<file path="src/rtl/shared_pkg.sv">
// Shared constants for the sync_fifo block and its stimulus.
// Default geometry and the all-ones data pattern.
package shared_pkg;

   localparam int FIFO_WIDTH_DEF = 16;
   localparam int FIFO_DEPTH_DEF = 8;

   localparam logic [FIFO_WIDTH_DEF-1:0] max_val = {FIFO_WIDTH_DEF{1'b1}};

endpackage

</file>
<file path="src/rtl/sync_fifo_mem.sv">
// Storage array for sync_fifo: synchronous write port and a
// registered read port, neither of which is reset.
module sync_fifo_mem
   import shared_pkg::*;
#(
   parameter int WIDTH = FIFO_WIDTH_DEF,
   parameter int DEPTH = FIFO_DEPTH_DEF,
   localparam int AW = $clog2(DEPTH)
) (
   input  logic          clk,
   input  logic          we_i,
   input  logic [AW-1:0] waddr_i,
   input  logic [WIDTH-1:0] wdata_i,
   input  logic          re_i,
   input  logic [AW-1:0] raddr_i,
   output logic [WIDTH-1:0] rdata_o
);

   logic [WIDTH-1:0] mem_q [DEPTH];
   logic [WIDTH-1:0] rdata_q;

   // Read register holds its value when re_i is low.
   always_ff @(posedge clk) begin
      if (we_i) mem_q[waddr_i] <= wdata_i;
      if (re_i) rdata_q <= mem_q[raddr_i];
   end

   assign rdata_o = rdata_q;

endmodule

</file>
<file path="src/rtl/sync_fifo.sv">
// Single-clock FIFO: pointers, occupancy count, handshake status
// and occupancy flags around the sync_fifo_mem storage array.
module sync_fifo
   import shared_pkg::*;
#(
   parameter int FIFO_WIDTH = FIFO_WIDTH_DEF,
   parameter int FIFO_DEPTH = FIFO_DEPTH_DEF,
   localparam int AW = $clog2(FIFO_DEPTH),
   localparam int CW = AW + 1
) (
   input  logic                  clk,
   input  logic                  rst_n,
   input  logic [FIFO_WIDTH-1:0] data_in,
   input  logic                  wr_en,
   input  logic                  rd_en,
   output logic [FIFO_WIDTH-1:0] data_out,
   output logic                  wr_ack,
   output logic                  overflow,
   output logic                  underflow,
   output logic                  full,
   output logic                  empty,
   output logic                  almostfull,
   output logic                  almostempty
);

   logic [AW-1:0] wr_ptr_q, wr_ptr_d;
   logic [AW-1:0] rd_ptr_q, rd_ptr_d;
   logic [CW-1:0] count_q, count_d;
   logic          wr_ack_q, wr_ack_d;
   logic          ovf_q, ovf_d;
   logic          udf_q, udf_d;
   logic          dvalid_q, dvalid_d;
   logic          wr_acc, rd_acc;
   logic [FIFO_WIDTH-1:0] rdata;

   function automatic logic [AW-1:0] ptr_inc(input logic [AW-1:0] p);
      return (p == AW'(FIFO_DEPTH - 1)) ? '0 : p + 1'b1;
   endfunction

   assign full        = (count_q == CW'(FIFO_DEPTH));
   assign empty       = (count_q == '0);
   assign almostfull  = (count_q == CW'(FIFO_DEPTH - 1));
   assign almostempty = (count_q == CW'(1));

   // A full FIFO with a concurrent read still rejects the write.
   assign wr_acc = wr_en && !full;
   assign rd_acc = rd_en && !empty;

   always_comb begin
      wr_ptr_d = wr_acc ? ptr_inc(wr_ptr_q) : wr_ptr_q;
      rd_ptr_d = rd_acc ? ptr_inc(rd_ptr_q) : rd_ptr_q;
      wr_ack_d = wr_acc;
      ovf_d    = wr_en && full;
      udf_d    = rd_en && empty;
      dvalid_d = dvalid_q || rd_acc;
      count_d  = count_q;
      unique case (1'b1)
         (wr_acc && !rd_acc): count_d = count_q + 1'b1;
         (rd_acc && !wr_acc): count_d = count_q - 1'b1;
         default:             count_d = count_q;
      endcase
   end

   always_ff @(posedge clk or negedge rst_n) begin
      if (!rst_n) begin
         wr_ptr_q <= '0;
         rd_ptr_q <= '0;
         count_q  <= '0;
         wr_ack_q <= 1'b0;
         ovf_q    <= 1'b0;
         udf_q    <= 1'b0;
         dvalid_q <= 1'b0;
      end else begin
         wr_ptr_q <= wr_ptr_d;
         rd_ptr_q <= rd_ptr_d;
         count_q  <= count_d;
         wr_ack_q <= wr_ack_d;
         ovf_q    <= ovf_d;
         udf_q    <= udf_d;
         dvalid_q <= dvalid_d;
      end
   end

   sync_fifo_mem #(
      .WIDTH (FIFO_WIDTH),
      .DEPTH (FIFO_DEPTH)
   ) u_mem (
      .clk     (clk),
      .we_i    (wr_acc),
      .waddr_i (wr_ptr_q),
      .wdata_i (data_in),
      .re_i    (rd_acc),
      .raddr_i (rd_ptr_q),
      .rdata_o (rdata)
   );

   // The unreset read register is masked to zero until a read lands.
   assign data_out  = dvalid_q ? rdata : '0;
   assign wr_ack    = wr_ack_q;
   assign overflow  = ovf_q;
   assign underflow = udf_q;

endmodule
</file>
<file path="config.mk">
export PLATFORM = sky130hd
export DESIGN_NAME = sync_fifo
export DESIGN_NICKNAME = d
export VERILOG_FILES = /design/src/rtl/shared_pkg.sv /design/src/rtl/sync_fifo_mem.sv /design/src/rtl/sync_fifo.sv
export SDC_FILE = /design/constraint.sdc
export NUM_CORES = 1
export LEC_CHECK = 0
export CAP_MARGIN = 20
export CORE_MARGIN = 5
export CORE_UTILIZATION = 45
export CTS_BUF_LIST = sky130_fd_sc_hd__clkbuf_16
export CTS_CLUSTER_DIAMETER = 120
export DETAILED_ROUTE_END_ITERATION = 8
export GPL_TIMING_DRIVEN = 0
export HOLD_SLACK_MARGIN = 0.03
export PLACE_DENSITY = 0.71
export RECOVER_POWER = 25
export SYNTH_ARGS = -nofsm -noshare
export SYNTH_HDL_FRONTEND = slang
export SYNTH_SLANG_ARGS = --single-unit
</file>
<file path="constraint.sdc">
create_clock -name clk -period 4.05 [get_ports clk]
set_input_delay 0.81 -clock clk [delete_from_list [all_inputs] [get_ports clk]]
set_output_delay 0.81 -clock clk [all_outputs]
set_load 0.005 [all_outputs]
</file>
==> results.md <==
- Status: finished, final reports clean
- DP Area: between 0.007 and 0.008 sq mm
- Register area share after synthesis: 0.745
- Yosys warnings: 0
- Crit path capture type: flip-flop
- Row count: between 40 and 50
- Clock Tree Buf Depth: 2
- WP data required: 4.40 ns
- WL final: between 10 and 15 mm
- Final worst path period need: a little over 3 ns
- # port buffers: 42
- RePlAce Congestion: around 0.74
- Tot Pwr: 5.42 mW
- Drt pass-1 iters: 4
- Postcts setup bufs: 0
- Pwr/cell area: between 700 and 800 mW/mm^2
- Initial antenna violation count: 0
- Tcrit/Tclk final: 0.755
- Ys async rst share: 0.0886
- CTS resizes: 0
- CP startpoint: count_q[0]
- Layout Nets: ~390
- Via density: 5.37
- Most common cell after layout, fill and taps aside: edfxtp_1
- Slew Viols, Final: 0
- Hold Buf Count CTS: 0
- Mapped cell area: approximately 0.0063 sq mm
- Tot GR Track Use: 0.152
- Post-layout util: 0.555
- Unrepaired setup endpoints after global routing: no
- First-pass GRT wire length: 17.8 mm
- Most frequent cells in the layout: edfxtp_1 (144), clkdlybuf4s50_1 (31), mux4_1 (29)
- Cts bufs inserted: 17
- Vias in the first global route: around 3,200
- CTS clk-pin slew, worst paths: 0.06 ns
- Die area: 0.0164 sq mm
- Detail Placement HPWL: ~7.7 mm
- Post-Syn Instances: a little under 300
- Mean routed wirelength per cell: approximately 21 um
- Cell area after layout: 0.00765 sq mm
- Max VDD drop: approximately 0.28 mV
- # fillers: 1,055
- Detailed Route Iter0 Violations: approximately 230
- H-tree depth: 4
- # DRC: 0
- WHS: 0.575 ns
- Syn_area_per_cell: roughly 22 sq um
- Prevailing post-synth register cell: edfxtp_1
- Netlist cell types: 30
- Ant. Diodes: 0
- Clock Sinks: about 160
- Setup Viol. Count Final: 0
- Area Overhead vs Synth: 21.9%
- CTS Root Cell: clkbuf_16
- Slew @ Worst Pin: approximately 0.9 ns
- Overflow after GRT: 0
- Critical path startpoint category: flip-flop
- Final antenna-violating net count: 0
- Origin of the critical flop-to-flop path: count_q[0]
- Via count: 2,966
- Mapped Nets: ~320
- CTS tree: yes
- Setup Crit Path Kind: flip-flop to flip-flop
- Pin count of the biggest net entering global routing: 18
- Setup tns final: 0 ns
- Hold_sp: count_q[3]
- Worst Path Arrival: about 3.4 ns
- Clk_lat worst skew: approximately 0.42 ns
- Post-synthesis register bit count: 158
- Crit path max fanout: 17
- Max Clk Rate: ~330 MHz
- EDFF count, synth: ~140
- Die extent in x: 128 um
- Share of cells above drive strength 1: 0.212
- HP Class: flip-flop to flip-flop
- Max-cap violations: 0
- Worst slew margin: 0.384
- Leak Pwr: ~2.6 nW
- Core outline area: 0.0138 sq mm
- Fin Clk Skew: about 0.0062 ns
- I/O Pins: 43
- Final hold vios: 0
- Die height: around 130 um
- Initial Util: 0.456
==> area by class of cell <==
cell class | instances | area [sq um] | area share
multi-input cells | 115 | 1530 | 0.200
clock inverters | 15 | 165 | 0.0216
inverters | 5 | 18.8 | 0.00245
repair buffers | 51 | 526 | 0.0687
well taps | 180 | 225 | 0.0294
clock buffers | 17 | 425 | 0.0556
plain buffers | 11 | 85.1 | 0.0111
flip-flops and latches | 158 | 4670 | 0.611
==> cell usage after synthesis (2+ instances only) <==
master / count / area, sq um
and2_1: 18 / 113
buf_6: 2 / 22.5
clkbuf_1: 5 / 18.8
dfrtp_1: 14 / 350
edfxtp_1: 144 / 4320
ha_1: 8 / 100
inv_1: 5 / 18.8
mux2_2: 22 / 248
mux4_1: 29 / 762
mux4_2: 3 / 67.6
nand2_1: 4 / 15.0
nand2b_1: 4 / 25.0
nor2_1: 7 / 26.3
nor2b_1: 2 / 12.5
nor3_1: 4 / 20.0
nor3b_1: 2 / 15.0
xnor2_1: 2 / 17.5
xor2_1: 2 / 17.5
==> through the flow <==
stage	worst slack, ns	instances
floorplan	1.05	289
global placement	-1.10	511
detailed placement	0.710	520
CTS	0.952	552
global route	0.746	552
finish	0.993	552
==> worst paths after layout <==
| kind | depth (start not counted) | endpoint | slack [ns] |
|---|---|---|---|
| hold reg to reg | 1 | count_q[3] | 0.57 |
| max in group asynchronous | 1 | wr_ptr_q[0] | 2.83 |
| setup reg to reg | 9 | count_q[3] | 0.99 |
| min in group asynchronous | 1 | wr_ack | 0.79 |
| setup / recovery | 9 | count_q[3] | 0.99 |
| hold / removal | 1 | count_q[3] | 0.57 |
==> flip-flops by register name, summed over array words and instances (netlist names) <==
register       count
count_q            4
overflow           1
wr_ack             1
wr_ptr_q           3
u_mem.rdata_o     16
underflow          1
dvalid_q           1
u_mem.mem_q      128
rd_ptr_q           3
==> logic make-up after synthesis <==
kind of cell             after synthesis  share of synthesized area
buffers and inverters                 16                     0.0165
multiplexers                          55                      0.173
adder cells (fa/ha/maj)                8                     0.0160
flip-flops                           158                      0.745
AND/OR/NAND/NOR                       46                     0.0421
XOR/XNOR                               4                    0.00558
AO/OA/AOI/OAI                          2                    0.00159
==> critical path, stage by stage, from the launching register on <==
cell and delay, ns:
dfrtp_1 0.45, inv_1 0.07, ha_1 0.23, nor3b_1 0.17, nand2b_1 0.25, inv_1 0.66
ha_1 0.37, or4b_1 0.44, a21oi_1 0.18, xor2_1 0.16
==> layer usage <==
metal / track usage / vias up / routed length, um
met5: 0 / - / 0
met4: 0.0674 / 0 / 239
met3: 0.0375 / 20 / 475
met2: 0.252 / 74 / 5920
met1: 0.191 / 1539 / 4990
li1: - / 1333 / -
==> power breakdown <==
part | total, mW | leakage (nW) | switching [mW] | internal, mW
clock | 1.56 | 0.282 | 0.643 | 0.915
sequential | 2.30 | 1.48 | 0.129 | 2.17
combinational | 1.56 | 0.880 | 0.708 | 0.854
total | 5.42 | 2.65 | 1.48 | 3.94
Note: power is estimated with default switching activity, not from simulation.
